### src/rtl/lfsr_ctrl_pkg.sv
// Shared constants for the LFSR run controller.
// Contents: register offsets inside the bus window, CTRL and STATUS
// bit positions, and the run FSM state encoding.
package lfsr_ctrl_pkg;

  // Byte offsets from BASE_ADDR
  localparam logic [31:0] OFF_CTRL   = 32'h00;
  localparam logic [31:0] OFF_STATUS = 32'h04;
  localparam logic [31:0] OFF_SEED   = 32'h08;
  localparam logic [31:0] OFF_COUNT  = 32'h0C;
  localparam logic [31:0] OFF_DATA   = 32'h10;
  localparam logic [31:0] WIN_BYTES  = 32'h14;

  // CTRL write bits
  localparam int CTRL_START    = 0;
  localparam int CTRL_ABORT    = 1;
  localparam int CTRL_FLUSH    = 2;
  localparam int CTRL_CLR_DONE = 3;

  // STATUS read bits
  localparam int STAT_BUSY      = 0;
  localparam int STAT_DONE      = 1;
  localparam int STAT_ERR       = 2;
  localparam int STAT_EMPTY     = 3;
  localparam int STAT_FULL      = 4;
  localparam int STAT_OVF       = 5;
  localparam int STAT_LEVEL_LSB = 8;

  typedef enum logic [1:0] {
    S_IDLE  = 2'd0,
    S_RUN   = 2'd1,
    S_STALL = 2'd2
  } fsm_e;

endpackage

### src/rtl/lfsr_ctrl_fifo.sv
// Synchronous output FIFO with first-word-fall-through head.
// Ports:
//   clk_i, arst_ni       clock, async active-low reset (clears contents)
//   push_i, wdata_i      write request and data
//   pop_i                consume the head word
//   flush_i              empty the FIFO; overrides a push in the same cycle
//   head_o               current head word (valid when !empty_o)
//   full_o, empty_o      occupancy flags
//   level_o              number of stored words (0..DEPTH)
module lfsr_ctrl_fifo #(
  parameter int DEPTH_POW = 3,
  parameter int W         = 32
) (
  input  logic                 clk_i,
  input  logic                 arst_ni,
  input  logic                 push_i,
  input  logic                 pop_i,
  input  logic                 flush_i,
  input  logic [W-1:0]         wdata_i,
  output logic [W-1:0]         head_o,
  output logic                 full_o,
  output logic                 empty_o,
  output logic [DEPTH_POW:0]   level_o
);

  localparam int DEPTH = 2 ** DEPTH_POW;
  localparam logic [DEPTH_POW:0] FULL_LVL = (DEPTH_POW + 1)'(DEPTH);

  logic [W-1:0]         r_mem [DEPTH];
  logic [DEPTH_POW-1:0] r_wptr;
  logic [DEPTH_POW-1:0] r_rptr;
  logic [DEPTH_POW:0]   r_level;
  logic                 w_do_push;
  logic                 w_do_pop;

  assign full_o  = (r_level == FULL_LVL);
  assign empty_o = (r_level == '0);
  assign level_o = r_level;
  assign head_o  = r_mem[r_rptr];

  // A pop frees a slot in the same cycle, so push on full is allowed with pop.
  assign w_do_pop  = pop_i && !empty_o && !flush_i;
  assign w_do_push = push_i && !flush_i && (!full_o || w_do_pop);

  always_ff @(posedge clk_i) begin
    if (w_do_push) r_mem[r_wptr] <= wdata_i;
  end

  always_ff @(posedge clk_i or negedge arst_ni) begin
    if (!arst_ni) begin
      r_wptr  <= '0;
      r_rptr  <= '0;
      r_level <= '0;
    end else if (flush_i) begin
      r_wptr  <= '0;
      r_rptr  <= '0;
      r_level <= '0;
    end else begin
      if (w_do_push) r_wptr <= r_wptr + 1'b1;
      if (w_do_pop)  r_rptr <= r_rptr + 1'b1;
      case ({w_do_push, w_do_pop})
        2'b10:   r_level <= r_level + 1'b1;
        2'b01:   r_level <= r_level - 1'b1;
        default: ;
      endcase
    end
  end

endmodule

### src/rtl/lfsr_ctrl.sv
// Bus-mapped run controller for a single-step combinational LFSR datapath.
// Holds the LFSR state, steps it a programmed number of times through the
// external datapath and queues every generated word for the host.
// Ports:
//   clk_i, arst_ni                 clock, async active-low reset
//   bus_req_i, bus_we_i            bus request / write enable
//   bus_addr_bi, bus_be_bi         byte address, byte enables (ignored)
//   bus_wdata_bi                   write data
//   bus_ack_o                      request hits the register window
//   bus_resp_o, bus_rdata_bo       read response and data, 1 cycle later
//   lfsr_state_bo, lfsr_next_bi    state to datapath, next state back
//   busy_o, irq_o                  run in progress, level copy of DONE
//   dbg_state_o                    run FSM state
//
// Bus handshake: bus_ack_o is combinational (req AND address in window) and
// every acked access completes in that cycle; an acked read returns
// bus_resp_o=1 with its data exactly one cycle later, with data 0 otherwise.
module lfsr_ctrl
  import lfsr_ctrl_pkg::*;
#(
  parameter logic [31:0] BASE_ADDR      = 32'h00000010,
  parameter int          FIFO_DEPTH_POW = 3,
  parameter int          CNT_W          = 16
) (
  input  logic        clk_i,
  input  logic        arst_ni,
  input  logic        bus_req_i,
  input  logic        bus_we_i,
  input  logic [31:0] bus_addr_bi,
  input  logic [3:0]  bus_be_bi,
  input  logic [31:0] bus_wdata_bi,
  output logic        bus_ack_o,
  output logic        bus_resp_o,
  output logic [31:0] bus_rdata_bo,
  output logic [31:0] lfsr_state_bo,
  input  logic [31:0] lfsr_next_bi,
  output logic        busy_o,
  output logic        irq_o,
  output logic [1:0]  dbg_state_o
);

  fsm_e                  r_fsm;
  logic                  r_busy;
  logic                  r_done;
  logic                  r_err;
  logic                  r_ovf;
  logic [31:0]           r_state;
  logic [31:0]           r_seed;
  logic [CNT_W-1:0]      r_count;
  logic [CNT_W-1:0]      r_remaining;
  logic                  r_resp;
  logic [31:0]           r_rdata;

  logic [31:0]           w_off;
  logic                  w_wr, w_rd, w_ctrl_wr;
  logic                  w_start, w_abort, w_flush, w_clr_done;
  logic                  w_data_rd, w_pop, w_push, w_room;
  logic                  w_full, w_empty;
  logic [FIFO_DEPTH_POW:0] w_level;
  logic [31:0]           w_head;
  logic [31:0]           w_status;
  logic [31:0]           w_rd_mux;
  logic                  w_unused_be;

  assign w_unused_be = ^bus_be_bi;

  // Unsigned wrap makes addresses below BASE_ADDR land far outside the window.
  assign w_off      = bus_addr_bi - BASE_ADDR;
  assign bus_ack_o  = bus_req_i && (w_off < WIN_BYTES);
  assign w_wr       = bus_ack_o && bus_we_i;
  assign w_rd       = bus_ack_o && !bus_we_i;
  assign w_ctrl_wr  = w_wr && (w_off == OFF_CTRL);
  assign w_start    = w_ctrl_wr && bus_wdata_bi[CTRL_START];
  assign w_abort    = w_ctrl_wr && bus_wdata_bi[CTRL_ABORT];
  assign w_flush    = w_ctrl_wr && bus_wdata_bi[CTRL_FLUSH];
  assign w_clr_done = w_ctrl_wr && bus_wdata_bi[CTRL_CLR_DONE];
  assign w_data_rd  = w_rd && (w_off == OFF_DATA);
  assign w_pop      = w_data_rd && !w_empty;
  assign w_room     = !w_full || w_pop;
  // ABORT takes the FSM to IDLE without a final push.
  assign w_push     = (r_fsm == S_RUN) && w_room && !w_abort;

  lfsr_ctrl_fifo #(.DEPTH_POW(FIFO_DEPTH_POW), .W(32)) u_fifo (
    .clk_i   (clk_i),
    .arst_ni (arst_ni),
    .push_i  (w_push),
    .pop_i   (w_pop),
    .flush_i (w_flush),
    .wdata_i (lfsr_next_bi),
    .head_o  (w_head),
    .full_o  (w_full),
    .empty_o (w_empty),
    .level_o (w_level)
  );

  always_comb begin
    w_status = '0;
    w_status[STAT_BUSY]  = r_busy;
    w_status[STAT_DONE]  = r_done;
    w_status[STAT_ERR]   = r_err;
    w_status[STAT_EMPTY] = w_empty;
    w_status[STAT_FULL]  = w_full;
    w_status[STAT_OVF]   = r_ovf;
    w_status[STAT_LEVEL_LSB +: FIFO_DEPTH_POW + 1] = w_level;
  end

  always_comb begin
    w_rd_mux = '0;
    case (w_off)
      OFF_STATUS: w_rd_mux = w_status;
      OFF_SEED:   w_rd_mux = r_seed;
      OFF_COUNT:  w_rd_mux = {{(32 - CNT_W){1'b0}}, r_count};
      OFF_DATA:   w_rd_mux = w_empty ? '0 : w_head;
      default:    w_rd_mux = '0;
    endcase
  end

  always_ff @(posedge clk_i or negedge arst_ni) begin
    if (!arst_ni) begin
      r_resp  <= 1'b0;
      r_rdata <= '0;
      r_seed  <= 32'h1;
      r_count <= '0;
      r_ovf   <= 1'b0;
    end else begin
      r_resp  <= w_rd;
      r_rdata <= w_rd ? w_rd_mux : '0;
      if (!r_busy && w_wr && (w_off == OFF_SEED))  r_seed  <= bus_wdata_bi;
      if (!r_busy && w_wr && (w_off == OFF_COUNT)) r_count <= bus_wdata_bi[CNT_W-1:0];
      if (w_data_rd && w_empty) r_ovf <= 1'b1;
    end
  end

  always_ff @(posedge clk_i or negedge arst_ni) begin
    if (!arst_ni) begin
      r_fsm       <= S_IDLE;
      r_busy      <= 1'b0;
      r_state     <= 32'h1;
      r_remaining <= '0;
      r_done      <= 1'b0;
      r_err       <= 1'b0;
    end else begin
      if (w_clr_done) r_done <= 1'b0;
      case (r_fsm)
        S_IDLE: begin
          if (w_start && !w_abort) begin
            if (r_seed == '0) begin
              r_err <= 1'b1;
            end else if (r_count == '0) begin
              r_done <= 1'b1;
            end else begin
              r_state     <= r_seed;
              r_remaining <= r_count;
              r_done      <= 1'b0;
              r_err       <= 1'b0;
              r_fsm       <= S_RUN;
              r_busy      <= 1'b1;
            end
          end
        end
        S_RUN: begin
          if (w_abort) begin
            r_fsm  <= S_IDLE;
            r_busy <= 1'b0;
          end else if (w_room) begin
            // State advances even if a simultaneous FLUSH discards the word.
            r_state     <= lfsr_next_bi;
            r_remaining <= r_remaining - 1'b1;
            if (r_remaining == CNT_W'(1)) begin
              r_fsm  <= S_IDLE;
              r_busy <= 1'b0;
              r_done <= 1'b1;
            end
          end else begin
            r_fsm <= S_STALL;
          end
        end
        S_STALL: begin
          if (w_abort) begin
            r_fsm  <= S_IDLE;
            r_busy <= 1'b0;
          end else if (w_room) begin
            r_fsm <= S_RUN;
          end
        end
        default: begin
          r_fsm  <= S_IDLE;
          r_busy <= 1'b0;
        end
      endcase
    end
  end

  assign bus_resp_o    = r_resp;
  assign bus_rdata_bo  = r_rdata;
  assign lfsr_state_bo = r_state;
  assign busy_o        = r_busy;
  assign irq_o         = r_done;
  assign dbg_state_o   = r_fsm;

endmodule

### config.mk
export PLATFORM = sky130hd
export DESIGN_NAME = lfsr_ctrl
export DESIGN_NICKNAME = d
export VERILOG_FILES = /design/src/rtl/lfsr_ctrl_pkg.sv /design/src/rtl/lfsr_ctrl_fifo.sv /design/src/rtl/lfsr_ctrl.sv
export SDC_FILE = /design/constraint.sdc
export NUM_CORES = 1
export LEC_CHECK = 0
export ABC_AREA = 1
export CORE_ASPECT_RATIO = 1.4
export CORE_UTILIZATION = 45
export DETAILED_ROUTE_END_ITERATION = 10
export PLACE_DENSITY_LB_ADDON = 0.08
export SYNTH_ARGS = -nofsm -noshare
export SYNTH_HDL_FRONTEND = slang
export SYNTH_SLANG_ARGS = --single-unit
export TNS_END_PERCENT = 50
### constraint.sdc
create_clock -name clk_i -period 3.8 [get_ports clk_i]
set_input_delay 0.76 -clock clk_i [delete_from_list [all_inputs] [get_ports clk_i]]
set_output_delay 0.76 -clock clk_i [all_outputs]
set_load 0.05 [all_outputs]
After elaboration in Yosys (flattened, before gate mapping)
Memories as Yosys holds them, arrays and structs flattened.
Index checks and enable logic that the tools add are counted.

word-level totals
  register bits after elaboration = 145
  bits in latches = 0
  memory bits (writable) = 256
  memory bits (read-only) = 0
  input port bits = 104
  output and inout port bits = 70
  word-level logic and storage cells = 135
  memories = 1

memory list
  name          depth  bits a word  read ports  clocked after Yosys merged registers in  write ports  RTL line              text
  u_fifo.r_mem  8      32           1           0                                        1            lfsr_ctrl_fifo.sv:29  logic [W-1:0] r_mem [DEPTH];

operators by class
  add/sub/neg operators = 6
  $mul = 0
  divide/modulo/power cells = 0
  magnitude comparators = 1
  eq/ne operators = 21
  shift-type cells = 0
  multiplexer cells = 50
  bitwise operators = 0
  reductions and logical operators = 42

operators with widths
  cell                   number
  $mux 32                7
  $pmux 32 s4            1
  $mux 16                5
  $eq 32x4->1 const B    2
  $logic_not 32->1       2
  $pmux 32 s2            1
  $eq 32x3->1 const B    1
  $eq 32x5->1 const B    1
  $lt 32x5->1 const B    1
  $pmux 16 s2            1
  $sub 32x5->32 const B  1
  $logic_and 1x1->1      21
  $mux 1                 18
  $eq 16x1->1 const B    1
  $logic_not 16->1       1
  $mux 2                 8
  $sub 16x1->16 const B  1
  $ne 2x2->1 const B     7
  $mux 3                 4
  $reduce_and 6->1       2
  $pmux 4 s2             1
  $add 3x1->3 const B    2
  $logic_not 1->1        6
  $ne 3x3->1 const B     2
  other kinds (18)       23

Logic depth before layout (Yosys ltp)
Gate-level depths: netlist of the first run.

  depth after elaboration = 14
  depth in mapped cells = 26
  depth with buffers taken out = 26

By module
Synthesis of the first run repeated with hierarchy kept, for this count alone.

unflattened totals
  cell total of the unflattened synthesis = 1909
  area total of the unflattened synthesis = 18357.6 µm²

modules (own cells, without submodules)
  module          times used  cells an instance  area each (µm²)
  lfsr_ctrl_fifo  1           814                10585.2
  lfsr_ctrl       1           1095               7772.5

Worst setup path before layout of the first run
OpenSTA, ideal clock, no wires.

  path type = input -> register
  start point = input port bus_addr_bi[4]
  end point = memory u_fifo.r_mem[0][0], enable pin
  setup time = 421 ps
  arrival time = 4047 ps
  slack = -668 ps
  stages = 18
  path buffers = 0
  cell sequence = inv_1 ha_1 nand3_2 nor2_4 nand2_1 nand2_1 nand2_1 nor2_1 nand2_1 nor2_1 nand2_1 nor2_1 nand4_1 nand2_1 nand3_2 nor2_1 nand2_1 nor2_1

on the way
  cells in the longest elaborated chain, start to end = 13

RTL lines
  element                          RTL line              text
  start: declaration               lfsr_ctrl.sv:29       input logic [31:0] bus_addr_bi,
  $sub 32x5->32 *                  lfsr_ctrl.sv:68       assign w_off = bus_addr_bi - BASE_ADDR;
  $lt 32x5->1                      lfsr_ctrl.sv:69       assign bus_ack_o = bus_req_i && (w_off < WIN_BYTES);
  $logic_and 1x1->1                lfsr_ctrl.sv:69
  $logic_and 1x1->1                lfsr_ctrl.sv:71       assign w_rd = bus_ack_o && !bus_we_i;
  $logic_and 1x1->1                lfsr_ctrl.sv:77       assign w_data_rd = w_rd && (w_off == OFF_DATA);
  $logic_and 1x1->1                lfsr_ctrl.sv:78       assign w_pop = w_data_rd && !w_empty;
  $logic_or 1x1->1                 lfsr_ctrl.sv:79       assign w_room = !w_full || w_pop;
  $logic_and 1x1->1 (2 in series)  lfsr_ctrl.sv:81       assign w_push = (r_fsm == S_RUN) && w_room && !w_abort;
  $logic_and 1x1->1                lfsr_ctrl_fifo.sv:43  assign w_do_push = push_i && !flush_i && (!full_o || w_do_pop);
  $logic_and 1x1->1 *              lfsr_ctrl_fifo.sv:43
  $mux 1 *                         lfsr_ctrl_fifo.sv:46  if (w_do_push) r_mem[r_wptr] <= wdata_i;
  $mux 1 (not written as such) *   lfsr_ctrl_fifo.sv:46
  end: declaration                 lfsr_ctrl_fifo.sv:29

Every way passes the cells marked *; elsewhere a longest branch is shown, timed or not.

Worst setup path after layout of the first run
  start point = input port bus_addr_bi[5]
  end point = output port bus_ack_o

on the way
  cells in the longest elaborated chain, start to end = 3

RTL lines
  element            RTL line         text
  $sub 32x5->32      lfsr_ctrl.sv:68
  $lt 32x5->1        lfsr_ctrl.sv:69
  $logic_and 1x1->1  lfsr_ctrl.sv:69
  end: declaration   lfsr_ctrl.sv:32  output logic bus_ack_o,

Every way passes these cells.

==> flow_summary.toml, run 1 <==
[status]
outcome = "finished, final reports clean"

[clock_tree]
cts-root-buf = "clkbuf_16"
ctsHtreeMaxLevel = 2
cts_tree = "done"
cts_sinks = 401
clk_pin_slew_worst_paths_ns = 0.06
ctsLongestPathBuffers = 3
worstSkewPairLatency_ns = 0.55
cts-buffers-inserted = 40

[routing]
vias = 15300
drt-met1-wl_um = 23100
wl_per_cell_um = 20.6
antenna_left = 0
firstDrtPassIters = 6
viasPerCell = 5.53
drc = 0
top_layer = "met4"
dr_wl_met3_um = 3280
drt_iter0_markers = 1393
wl_met2_um = 28800
routed_wl_um = 57000

[critical_path]
start_kind = "input pin"
end_kind = "primary output"
path_buf_inv = 7
crit_path_frequent_cell = "buf_4"
max_stage_delay_ns = 0.30
cp.depth = 15
path_cells = "dlygate4sd2_1 > inv_2 > ha_4 > nand3_4 > nor2_4 > nand3_2 > buf_4 > buf_4 > a21oi_2 > nand3_1 > nor2_4 > nand3_4 > buf_4 > inv_2 > buf_12"
critPathArrivalTime_ns = 2.81
reg2reg_depth = 10
cp_max_fo = 5
required_ns = 3.04
slowest_stage = "dlygate4sd2_1"
critPathTopFamily = "buffers and inverters"
path_class = "input pin to primary output"

[sta]
fin_crit_ns = 3.57
hold_viol_final = 0
max_freq_mhz = 280
setup_ws_ns = 0.228
setup_viol = 0
worst_slew_pin_slew_ns = 0.866
finClkSkew_ns = 0.0228
finalCritPeriodShare_pct = 94.0
fin_tns_setup_ns = 0
maxSlewViolCount = 0
timing.slew.headroom_pct = 42.2

[die]
fp.dieH_um = 241
die_area_mm2 = 0.0416
core-area_mm2 = 0.0403
row_count = 87
die_width_um = 173
io_pins = 174
start_util_pct = 45.5

[global_route]
grt_pass1_wl_um = 86500
grt_overflow_total = 0
grt_max_degree = 87
grt_usage_pct = 27.4
grt_antenna_before_repair = 1
grt_pass1_vias = 14800

[yosys]
synth_nets = 2030
yosysMostFrequentCell = "nand2_1"
avgSynthCellArea_um2 = 9.58
yosysUniqueCellTypes = 45
synth-seq-area-share_pct = 61.7
yosys_warnings = 0
synth_common_cells = "nand2_1 (465), nor2_1 (268), edfxtp_1 (256), o21ai_0 (190), dfrtp_1 (143)"
netlist_instances = 1915
ys_async_sr_fraction_pct = 36.2
ys.flop_type = "edfxtp_1"
ys_ff_latch = 401
synth.largest_area_cell = "edfxtp_1"
synth_top_area_share_pct = 41.9
yosys-top-cells-area = "edfxtp_1 (42%), dfrtp_1 (20%), nand2_1 (9.5%)"
synth-edff-count = 256
syn_area_mm2 = 0.0183

[hold_path]
hold_class = "input pin to asynchronous set/reset pin"

[pwr]
p_leak_nw = 9.70
power.density_mw_per_mm2 = 378
ir_worst_vdd_v = 0.000285

[layout]
drive_gt1_share_pct = 15.9
nets = 2312
utilization_pct = 58.4
area_growth_pct = 28.3
fillerInstances = 3496

[place]
dp_slack_ns = -0.710
dpl.hpwl_um = 38200
globalplace.congestion = 0.893
port_buffers = 169

[flow_run]
cap_violations = 0
[power breakdown]
group / leakage (nW) / internal, mW / switching [mW]
combinational: 4.79 / 0.162 / 0.201
clock: 0.627 / 2.20 / 1.68
sequential: 4.29 / 4.65 / 0.0000000000207
total: 9.70 / 7.01 / 1.88
[final timing paths]
kind | from | end | slack [ns]
max in group asynchronous | arst_ni | bus_rdata_bo[21]$_DFF_PN0_ | 2.71
min in group clk_i | lfsr_state_bo[0]$_DFFE_PN1P_ | lfsr_state_bo[0]$_DFFE_PN1P_ | 0.49
min reg2reg | lfsr_state_bo[0]$_DFFE_PN1P_ | lfsr_state_bo[0]$_DFFE_PN1P_ | 0.49
max reg2reg | u_fifo.r_rptr[0]$_DFFE_PN0P_ | bus_rdata_bo[2]$_DFF_PN0_ | 1.13
max | bus_addr_bi[5] | bus_ack_o | 0.23
min | arst_ni | bus_rdata_bo[26]$_DFF_PN0_ | 0.28
[registers in the layout (all words and copies together) (netlist names), 4 cells and up]
name            cells
bus_rdata_bo       32
lfsr_state_bo      32
r_count            16
r_remaining        16
r_seed             32
u_fifo.level_o      4
u_fifo.r_mem      256
[through the flow]
step	power [mW]	instances	hold WS (ns)	instance area, um2
after CTS	8.93	2748	0.321	23100
after global routing	9.13	2762	0.347	23500
after global placement	5.08	2673	0.482	21800
final	8.89	2762	0.285	23500
after floorplan	4.81	1915	0.444	18400
after detailed placement	5.08	2673	0.476	21800
[per-layer routing]
layer	track usage, %	vias to the layer above
li1	-	7136
met1	35.1	7482
met2	48.1	568
met3	3.21	98
met4	9.47	0
met5	0	-
[what timing repair did]
item,CTS,global route
setup endpoints to repair,3,272
gates cloned,0,1
gates resized for setup,9,106
buffers inserted,3,12
pin swaps,3,34
endpoints found under the hold margin,0,0
hold buffers,0,0
[cell usage in the layout (no fill, tap or decap), types with 13 or more instances in the layout]
master	Yosys	layout
nand2_1	465	450
inv_1	111	104
clkbuf_16	0	40
dlymetal6s2s_1	0	24
a21oi_1	30	28
nand4_1	22	22
nor2_1	268	222
nand2_2	6	20
inv_2	7	13
dfrtp_1	143	142
o21ai_0	190	189
clkdlybuf4s50_1	0	142
o2111ai_1	16	16
o21ai_1	15	16
nand3_1	118	112
nor4_1	13	13
o22ai_1	34	34
a31oi_1	25	25
nor2_4	3	21
edfxtp_1	256	256
o221ai_1	24	24
buf_4	2	143
buf_12	0	23
nor2_2	8	37
[kinds of logic (layout without fill, tap and decap cells)]
group                    count (synthesis)  in the layout  share of synthesized area [%]
AO/OA/AOI/OAI                          345            345                           10.8
XOR/XNOR                                10             10                          0.478
other                                    0              1                              0
buffers and inverters                  216            527                           4.77
adder cells (fa/ha/maj)                 11             11                          0.751
flip-flops                             401            401                           61.7
AND/OR/NAND/NOR                        932            933                           21.5
[layout make-up]
cell class / instances / area, um2 / area share [%]
multi-input combinational: 1299 / 6510 / 27.7
sequential: 401 / 11300 / 48.1
inverter: 119 / 448 / 1.90
clock buffer: 52 / 1110 / 4.70
tap: 534 / 668 / 2.84
timing repair buffer: 336 / 3300 / 14.0
clock inverter: 20 / 169 / 0.718
antenna: 1 / 2.50 / 0.0106
(Power assumes the default switching activity.)
==> run 2, diff against run 1 <==
- CTS_CLUSTER_SIZE: unset -> 28
==> results of run 2 <==
The final DEF is identical to that of run 1; final timing and power are the same.
==> run 3, diff against run 2 <==
- CTS_CLUSTER_SIZE: 28 -> 40
==> results of run 3 <==
The final DEF is identical to that of run 1; final timing and power are the same.
